===== config.mk =====
export PLATFORM = sky130hd
export DESIGN_NAME = nanorv32_rf_ctxsw
export DESIGN_NICKNAME = d
export VERILOG_FILES = /design/src/rtl/nanorv32_rf_ctxsw.sv
export SDC_FILE = /design/constraint.sdc
export NUM_CORES = 1
export LEC_CHECK = 0
export CAP_MARGIN = 20
export CORE_ASPECT_RATIO = 1.2
export CORE_MARGIN = 3
export CORE_UTILIZATION = 45
export CTS_CLUSTER_SIZE = 10
export DETAILED_ROUTE_END_ITERATION = 8
export PLACE_DENSITY = 0.91
export SETUP_SLACK_MARGIN = 0.4
export SYNTH_ARGS = -nofsm -noshare
export SYNTH_HDL_FRONTEND = slang
export SYNTH_SLANG_ARGS = --single-unit

===== constraint.sdc =====
create_clock -name clk -period 7.3 [get_ports clk]
set_input_delay 1.825 -clock clk [delete_from_list [all_inputs] [get_ports clk]]
set_output_delay 1.825 -clock clk [all_outputs]
set_load 0.05 [all_outputs]

===== src/rtl/nanorv32_rf_ctxsw.sv =====
// rtl/nanorv32_rf_ctxsw.sv - register-file context save/restore engine for NANORV32
module nanorv32_rf_ctxsw #(
    parameter int FIRST_REG = 1,
    parameter int LAST_REG  = 31
) (
    input  logic        clk,
    input  logic        rst_n,
    input  logic        save_req,
    input  logic        restore_req,
    input  logic [31:0] sp_base,
    output logic        busy,
    output logic        done,
    output logic [4:0]  rf_sel_porta,
    input  logic [31:0] rf_porta,
    output logic [4:0]  rf_sel_rd,
    output logic [31:0] rf_rd,
    output logic        rf_write_rd,
    output logic        rf_allow_x0,
    output logic        mem_req,
    output logic        mem_we,
    output logic [31:0] mem_addr,
    output logic [31:0] mem_wdata,
    input  logic [31:0] mem_rdata,
    input  logic        mem_ready
);

    typedef enum logic [1:0] {
        S_IDLE    = 2'd0,
        S_SAVE    = 2'd1,
        S_RESTORE = 2'd2,
        S_DONE    = 2'd3
    } state_t;

    localparam logic [4:0] FIRST_IDX = 5'(FIRST_REG);
    localparam logic [4:0] LAST_IDX  = 5'(LAST_REG);
    // x0 is only reachable when the frame explicitly starts at it
    localparam logic       X0_IN_FRAME = (FIRST_REG == 0) ? 1'b1 : 1'b0;

    state_t      state;
    state_t      next_state;
    logic [4:0]  cur;
    logic [31:0] base;
    logic [31:0] off;
    logic        active;
    logic        start;
    logic        xfer;
    logic        last_reg;

    assign active   = (state == S_SAVE) || (state == S_RESTORE);
    assign start    = (state == S_IDLE) && (save_req || restore_req);
    // mem_ready only counts while a transfer is being requested
    assign xfer     = active && mem_ready;
    assign last_reg = (cur == LAST_IDX);

    // State register
    always_ff @(posedge clk or negedge rst_n) begin
        if (!rst_n) begin
            state <= S_IDLE;
        end else begin
            state <= next_state;
        end
    end

    // Frame walk registers: latch base on start, step index/offset per completed transfer
    always_ff @(posedge clk or negedge rst_n) begin
        if (!rst_n) begin
            cur  <= 5'd0;
            base <= 32'd0;
            off  <= 32'd0;
        end else if (start) begin
            cur  <= FIRST_IDX;
            base <= {sp_base[31:2], 2'b00};
            off  <= 32'd0;
        end else if (xfer && !last_reg) begin
            cur  <= cur + 5'd1;
            off  <= off + 32'd4;
        end
    end

    // Next-state: save has priority; requests outside IDLE are dropped
    always_comb begin
        next_state = state;
        case (state)
            S_IDLE: begin
                if (save_req) begin
                    next_state = S_SAVE;
                end else if (restore_req) begin
                    next_state = S_RESTORE;
                end
            end
            S_SAVE, S_RESTORE: begin
                if (xfer && last_reg) begin
                    next_state = S_DONE;
                end
            end
            S_DONE:  next_state = S_IDLE;
            default: next_state = S_IDLE;
        endcase
    end

    // Outputs: everything idles at zero outside the active states
    always_comb begin
        busy         = 1'b0;
        done         = 1'b0;
        rf_sel_porta = 5'd0;
        rf_sel_rd    = 5'd0;
        rf_rd        = 32'd0;
        rf_write_rd  = 1'b0;
        mem_req      = 1'b0;
        mem_we       = 1'b0;
        mem_addr     = 32'd0;
        mem_wdata    = 32'd0;
        case (state)
            S_SAVE: begin
                busy         = 1'b1;
                mem_req      = 1'b1;
                mem_we       = 1'b1;
                mem_addr     = base + off;
                rf_sel_porta = cur;
                mem_wdata    = rf_porta;
            end
            S_RESTORE: begin
                busy         = 1'b1;
                mem_req      = 1'b1;
                mem_addr     = base + off;
                rf_sel_rd    = cur;
                rf_rd        = mem_rdata;
                rf_write_rd  = mem_ready;
            end
            S_DONE: begin
                done         = 1'b1;
            end
            default: begin
            end
        endcase
        rf_allow_x0 = busy && X0_IN_FRAME;
    end

endmodule


### Word level (Yosys, flattened, before mapping)

Index checks and enable logic that the tools add are counted.

* register bits: 69
* bits in latches: 0
* memory bits (writable): 0
* ROM bits: 0
* input bits: 101
* output and inout bits: 112
* word-level logic and storage cells: 41
* memories kept: 0

* $add $sub $neg: 3
* multiply operators: 0
* divide/modulo/power cells: 0
* $lt $le $gt $ge: 0
* eq/ne operators: 6
* shift operators: 0
* multiplexer cells: 17
* bitwise gates (word level): 0
* reduce and logical (&&, ||, !) cells: 11

Operators with widths (number)
* $mux W32: 5
* $add A32 B3 Y32 const B: 1
* $add A32 B32 Y32: 1
* $mux W5: 4
* $mux W2: 3
* $pmux W2 S3: 1
* $add A5 B1 Y5 const B: 1
* $eq A5 B5 Y1 const B: 1
* $eq A2 B2 Y1 const B: 2
* $logic_and A1 B1 Y1: 4
* $mux W1: 4
* $ne A3 B3 Y1 const B: 1
* $eq A2 B1 Y1 const B: 1
* $logic_not A2 Y1: 1
* $logic_or A1 B1 Y1: 2
* $ne A2 B1 Y1 const B: 1
* $reduce_and A2 Y1: 1
* $reduce_bool A2 Y1: 1
* $reduce_or A2 Y1: 1
* $logic_not A1 Y1: 1

### Longest topological paths before layout

Gate-level depths: netlist of run 1.

* depth in word-level cells: 6
* mapped depth: 11
* depth with buffers taken out: 10

### Worst setup path after synthesis of run 1

OpenSTA, ideal clock, no wires.

* kind: register -> output
* start: register off[2]
* end: output mem_addr[28]
* arrival: 2863 ps
* setup slack: 2612 ps
* cell stages (with the launch flop): 11
* path buffers: 0
* cells stage by stage: dfrtp_1 ha_1 inv_1 fa_1 nor2b_1 o31ai_1 a21oi_1 nor2b_1 o31ai_1 a21oi_1 mux2i_1

* word-level cells in the longest chain between the ends: 2

Ends and longest elaborated chain
* start: declaration: RTL line 43 `logic [31:0] off;`
* start signal: assignment: RTL line 76 `off <= off + 32'd4;`
* $add A32 B32 Y32: RTL line 118, 125
* $mux W32
* end: declaration: RTL line 21 `output logic [31:0] mem_addr,`

No other way between the ends.

### Worst setup path in the final report of run 1

Same ends and word-level chain as after synthesis.

==> out/metrics.cfg, run 1 <==
[global_route]
busiest_layer = met2
grt_pass1_vias = 5023
grt_use_met3 = 0.0449
grt_pass1_wl_um = 26600
met2_usage = 0.488
grt_max_degree = 68
grt_overflow = 0
met1_usage = 0.301
antenna_found_initial = 0
grt_usage = 0.268

[floorplan]
die_w_um = 104
boundaryPins = 213
core_area_sq_um = 11100
dieArea_sq_um = 12700
initial_utilization = 0.464
rows = 42
die_h_um = 123

[logic_synthesis]
async_flop_share = 1.00
yosysTopAreaCell = dfrtp_1
synth_edf_count = 0
seq_area_frac_synth = 0.326
synth_cell_types = 51
ys.flop_type = dfrtp_1
syn_inst = 652
synth_top_cell_area_share = 0.326
yosysWarningCount = 0
syn_area_per_cell_sq_um = 7.89
synth.area.top_cells = dfrtp_1 33%, nand2_1 10%, and2_1 10%, ha_1 8.8%, xor2_1 5.1%
ys_ff_latch = 67
synthesis.area_sq_um = 5140

[cts]
clkTransAtPathRegs_ns = 0.06
cts_resized = 0
clockBufferDepth = 2
htree_levels = 3
clock_sinks = 67
cts_tree = done
postCtsHoldBufs = 0
cts-root-buf = clkbuf_16
insertion_delay_ns = 0.34
cts_setup_buffers = 0
numCtsBuffers = 9

[finish]
area_growth_pct = 47.8
stdcell_area_sq_um = 7600
final_common_cell = clkdlybuf4s50_1
fin_util = 0.685
num_antenna_cells = 0
final_cell_mix = 206 x clkdlybuf4s50_1, 137 x nand2_1, 82 x and2_1
fillers = 863
nets = 985
drive_gt1_frac = 0.0329
fin_cells = 1004

[timing]
clock_skew_ns = 0.00636
setup_violations = 0
rsz0062_at_grt = no
tns_ns = 0
relSlewSlack = 0.362
finalHoldViolations = 0
fin_crit_ns = 5.81
min_period_over_period = 0.796
fmax_mhz = 172
report.final.slew_viol_count = 0
fin_ws_ns = 1.49
worstMarginPinSlew_ns = 0.957

[pwr]
ir_drop_uv = 380
leakagePower_nw = 3.45
p_per_area_nw_per_um2 = 429

[worst_setup_path]
critPathLaunchType = register
crit_fanout = 6
rrSetupSlack_ns = 4.02
arrival_ns = 3.98
cp.required_ns = 5.48
path_class = reg -> out
worstSetupEndpointType = output pin

[place]
place_area_sq_um = 7320
io_buffers = 207
gp_congestion = 0.898
dp.cells = 990
dp_slack_ns = 1.91
post-dp-hpwl_um = 13200

[hold_path]
min_path_type = reg -> reg

[flow_run]
cap_violations = 0

[routing]
wl_per_cell_um = 17.1
post_drt_via_cell_ratio = 5.28
drcViolationCount = 0
via_count = 5300
drt_iter0_markers = 343
ant_nets = 0
first_pass_iters = 5
finalWirelength_um = 17200

[outcome]
status = finished, final reports clean

## flip-flops by register name (all words and copies together) (netlist names)
register and count:
state 2, off 30, cur 5, base 30
## cell type report
class                   instances  area (sq um)  area share
inverters                       9          33.8     0.00445
clock inverters                 3          40.0     0.00527
repair buffers                210          2090       0.275
well taps                     154           193      0.0254
clock buffers                  11           243      0.0319
flip-flops and latches         67          1680       0.221
multi-input cells             550          3320       0.437
## path summary, 6_finish.rpt
check                      startpoint      endpoint  depth (start not counted)
max                            off[2]  mem_addr[28]                         11
min in group asynchronous       rst_n      base[24]                          2
min                          base[17]      base[17]                          2
min reg2reg                  base[17]      base[17]                          2
max in group asynchronous       rst_n       off[15]                          2
max reg2reg                  state[0]       off[29]                          8
## cells in the mapped netlist, types with 9 or more instances
cell type,n
and3_1,10
a21o_1,9
nand3_1,16
a21oi_1,40
inv_1,9
ha_1,36
nand2_1,137
xor2_1,30
clkbuf_1,20
nor2_1,67
xnor2_1,20
dfrtp_1,67
o21ai_0,18
and2_1,82
## report_power, final
group | internal, mW | switching (mW) | leakage (nW)
combinational | 0.738 | 1.54 | 2.44
sequential | 0.477 | 0.0818 | 0.876
clock | 0.268 | 0.154 | 0.141
## metrics by stage
step,total power [mW],hold slack (ns)
6_report,3.26,0.478
5_1_grt,3.42,0.513
4_1_cts,3.28,0.483
3_5_place_dp,2.84,0.470
3_3_place_gp,2.81,0.470
2_1_floorplan,2.12,0.452
## worst max-delay path, cell delays in order, from the launching register on
cell and delay [ns]:
dfrtp_1 0.47, ha_1 0.22, inv_1 0.05, fa_1 0.38, nor2b_1 0.21, o31ai_1 0.14
a21oi_1 0.24, nor2b_1 0.16, o31ai_1 0.56, a21oi_1 0.20, mux2i_1 0.19, clkdlybuf4s50_1 0.82
## layer usage
layer	share of wire	up-vias
met5	0	-
met4	0.042	0
met3	0.062	38
met2	0.50	238
met1	0.39	2458
li1	-	2566
## cells by family after synthesis
group,synth area share
AO/OA/AOI/OAI,0.115
XOR/XNOR,0.0852
adder cells (fa/ha/maj),0.0915
buffers and inverters,0.0312
flip-flops,0.326
multiplexers,0.00974
other,0.000729
AND/OR/NAND/NOR,0.340
(Power assumes the default switching activity.)
==> run 2: changes to the inputs <==
CORE_UTILIZATION = 44   (was 45)
PLACE_DENSITY = 0.89   (was 0.91)
clock period = 5.87 ns   (was 7.3 ns; I/O delays follow)
==> run 2 against run 1 <==
Critical path depth fell by 1. Clock-buffer cell count increased by 4. Sequential power grew 24%. Die area grew 2.1%. Critical endpoint is now mem_addr[30].
==> out/metrics.cfg, run 2 (synthesis gave the netlist of run 1 again) <==
[global_route]
grt_pass1_wl_um = 27700
grt_usage = 0.273
grt_overflow = 0
antenna_found_initial = 1
grt_max_degree = 68
grt_pass1_vias = 5101

[cts]
clkTransAtPathRegs_ns = 0.06
htree_levels = 3
cts-root-buf = clkbuf_16
clockBufferDepth = 2
numCtsBuffers = 9
cts_tree = done
insertion_delay_ns = 0.34
postCtsHoldBufs = 0
clock_sinks = 67

[worst_setup_path]
crit_fanout = 6
worstSetupEndpointType = output pin
arrival_ns = 3.70
rr_worst_depth = 9
cp.required_ns = 4.40
critPathLaunchType = register
path_class = reg -> out

[floorplan]
die_w_um = 105
dieArea_sq_um = 13000
initial_utilization = 0.457
rows = 42
boundaryPins = 213
core_area_sq_um = 11200
die_h_um = 124

[finish]
final_cell_mix = 204 x clkdlybuf4s50_1, 137 x nand2_1, 82 x and2_1
seqCellArea_sq_um = 1680
fillers = 944
drive_gt1_frac = 0.0375
nets = 987
multi_input_area_sq_um = 3330
stdcell_area_sq_um = 7640
area_growth_pct = 48.5
reg_top3 = base (30), off (30), cur (5)
fin_util = 0.679
final_common_cell = clkdlybuf4s50_1

[place]
post-dp-hpwl_um = 14200
gp_congestion = 0.951
io_buffers = 207
place_area_sq_um = 7330
dp_slack_ns = 0.832

[routing]
wl_per_cell_um = 18.0
drcViolationCount = 0
ant_nets = 0
drt_iter0_markers = 301
via_count = 5327
first_pass_iters = 4
post_drt_via_cell_ratio = 5.28
finalWirelength_um = 18200

[pwr]
ir_drop_uv = 427
leakagePower_nw = 3.50
power_mw = 4.09
p_per_area_nw_per_um2 = 536

[timing]
clock_skew_ns = 0.00648
fmax_mhz = 194
worstMarginPinSlew_ns = 1.06
finalHoldViolations = 0
setup_violations = 0
min_period_over_period = 0.880
fin_crit_ns = 5.17
tns_ns = 0
rsz0062_at_grt = no
fin_ws_ns = 0.702
relSlewSlack = 0.291
report.final.slew_viol_count = 0

[outcome]
status = finished, final reports clean

[hold_path]
min_path_type = reg -> reg
hold_depth = 2

[flow_run]
cap_violations = 0

[run 2: repair_timing]
item                       CTS  global route
setup buffers                0             0
setup endpoints to repair    0             3
resized for setup            0             3
[run 2: path summary, 6_finish.rpt]
path | slack, ns | end | startpoint
worst max-delay path | 0.70 | mem_addr[30] | off[2]
worst min-delay path | 0.48 | base[10] | base[10]
worst max register to register | 2.76 | off[29] | cur[0]
worst min register to register | 0.48 | base[10] | base[10]
max in group asynchronous | 3.97 | off[22] | rst_n
min in group asynchronous | 1.32 | base[25] | rst_n
[run 2: layer usage]
| layer | global-route usage | part of all wire | wire length (um) |
|---|---|---|---|
| met5 | 0 | 0 | 0 |
| met2 | 0.470 | 0.49 | 8940 |
| met1 | 0.316 | 0.38 | 6870 |
| met3 | 0.0715 | 0.087 | 1580 |
| met4 | 0.123 | 0.043 | 775 |
[run 2: cell type report]
type | count | share of cell area
sequential | 67 | 0.220
timing repair buffer | 212 | 0.276
inverter | 9 | 0.00442
clock inverter | 1 | 0.000655
antenna | 1 | 0.000328
multi-input combinational | 550 | 0.436
clock buffer | 15 | 0.0377
tap | 154 | 0.0252
[run 2: power breakdown]
group / total [mW] / internal (mW) / leakage [nW] / switching [mW]
clock network: 0.525 / 0.332 / 0.146 / 0.194
registers: 0.695 / 0.593 / 0.876 / 0.102
logic: 2.87 / 0.934 / 2.48 / 1.94
[run 2: worst max-delay path, stage by stage, from the launching register on]
cell             delay (ns)
dfrtp_1                0.46
ha_1                   0.21
inv_1                  0.06
fa_1                   0.39
nor2b_1                0.21
o31ai_1                0.14
a21oi_1                0.26
nor2_1                 0.16
o21a_1                 0.26
o211ai_1               0.33
clkdlybuf4s50_1        0.88
[run 2: stage by stage]
stage	cells	hold slack (ns)
2_1_floorplan	654	0.452
3_3_place_gp	992	0.470
3_5_place_dp	992	0.473
4_1_cts	1008	0.487
5_1_grt	1009	0.497
6_report	1009	0.483
==> run 3: changes to the inputs <==
ABC_CLOCK_PERIOD_IN_PS = 5870   (was default)
MAX_ROUTING_LAYER = met4   (was default)
==> run 3 against run 2 <==
Register-to-register slack gained 0.03 ns. Sequential power is essentially flat. Clock skew shrank 0.0036 ns. Wire length grew 0.68%. Sequential cell count is the same. Combinational power is essentially flat. Sequential share of layout area shrank 0.050 points.
==> out/metrics.cfg, run 3 (synthesis gave the netlist of run 1 again) <==
[global_route]
grt_max_degree = 68
antenna_found_initial = 0
grt_overflow = 0
grt_pass1_vias = 5254
grt_usage = 0.283
grt_pass1_wl_um = 28000

[pwr]
switchingPower_mw = 2.25
switching_share = 0.546
p_seq_frac = 0.169
leakagePower_nw = 3.49
ir_drop_uv = 356
p_comb_frac = 0.701
clock_power_share = 0.130
p_int_mw = 1.87
power_mw = 4.12
p_per_area_nw_per_um2 = 539

[finish]
reg_top3 = base (30), off (30), cur (5)
nets = 988
fin_util = 0.681
final_common_cell = clkdlybuf4s50_1
final_cell_mix = 205 x clkdlybuf4s50_1, 137 x nand2_1, 82 x and2_1
area_growth_pct = 48.9
num_antenna_cells = 0
drive_gt1_frac = 0.0398

[worst_setup_path]
crit_chain = ha_1 -> inv_1 -> fa_1 -> nor2b_1 -> o31ai_1 -> a21oi_1 -> nor2b_1 -> o31ai_2 -> a21boi_1 -> mux2i_1 -> clkdlybuf4s50_1
worstSetupEndpointType = output pin
cp_top_family = compound AO/OA/AOI/OAI gates
path_class = reg -> out
crit_fanout = 6
slowest_stage = clkdlybuf4s50_1
critPathLaunchType = register
cp.required_ns = 4.40
cp_common_cell = nor2b_1
cpPeakStageDelay_ns = 0.82
crit_buf_inv = 2
arrival_ns = 3.82

[floorplan]
rows = 42
dieArea_sq_um = 13000
core_area_sq_um = 11200
boundaryPins = 213
die_h_um = 124
initial_utilization = 0.457
die_w_um = 105

[place]
dp_slack_ns = 0.795
io_buffers = 207
post-dp-hpwl_um = 14300
gp_congestion = 0.959

[cts]
insertion_delay_ns = 0.33
clkTransAtPathRegs_ns = 0.05
numCtsBuffers = 9
htree_levels = 3
cts_tree = done
cts-root-buf = clkbuf_16
clockBufferDepth = 2
postCtsHoldBufs = 0
clock_sinks = 67

[timing]
report.final.slew_viol_count = 0
fin_ws_ns = 0.582
clock_skew_ns = 0.00287
rsz0062_at_grt = no
relSlewSlack = 0.368
fmax_mhz = 189
tns_ns = 0
whs_ns = 0.483
setup_violations = 0
min_period_over_period = 0.901
worstMarginPinSlew_ns = 0.949
finalHoldViolations = 0
fin_crit_ns = 5.29

[routing]
post_drt_via_cell_ratio = 5.31
drt_iter0_markers = 282
finalWirelength_um = 18300
wl_per_cell_um = 18.1
via_count = 5355
drcViolationCount = 0
first_pass_iters = 5
ant_nets = 0

[hold_path]
min_path_type = reg -> reg

[outcome]
status = finished, final reports clean

[flow_run]
cap_violations = 0

run 3: final timing paths:
kind                                 to  cells after the start  startpoint  slack (ns)
setup / recovery           mem_addr[24]                     11      off[2]        0.58
hold / removal                 base[14]                      2    base[14]        0.48
setup reg to reg                off[29]                      9      cur[0]        2.79
hold reg to reg                base[14]                      2    base[14]        0.48
max in group asynchronous       base[7]                      2       rst_n        3.97
min in group asynchronous      base[24]                      2       rst_n        1.33
run 3: timing repair:
action                     CTS  global route
resized for setup            0             2
setup endpoints to repair    0             3
buffers inserted             0             0
run 3: metal layers:
metal	wire length, um	GRT usage	vias up
met3	1260	0.0612	45
met4	919	0.131	0
met5	0	-	-
met2	8920	0.480	234
li1	-	-	2565
met1	7180	0.317	2511
run 3: layout make-up:
type                    instances  area [sq um]
flip-flops and latches         67          1680
fillers                       957          3590
repair buffers                213          2130
inverters                       9          33.8
multi-input cells             550          3330
clock inverters                 5          52.6
clock buffers                  11           243
well taps                     154           193
run 3: power groups by stage:
stage          combinational, mW  sequential (mW)  clock [mW]
2_1_floorplan               1.96            0.669           0
3_3_place_gp                2.84            0.698           0
3_5_place_dp                2.87            0.701           0
4_1_cts                     2.89            0.696       0.544
5_1_grt                     3.06            0.714       0.560
6_report                    2.89            0.696       0.536
run 3: per-stage QoR:
step,instances,cell area [sq um]
2_1_floorplan,654,5150
5_1_grt,1009,7650
6_report,1009,7650
3_3_place_gp,992,7330
4_1_cts,1008,7630
3_5_place_dp,992,7330
run 3: worst min-delay path, delay by kind of cell, from the launching register on:
kind	cells	cell delay [ns]
DFF	1	0.35
and+or+nand+nor	2	0.10
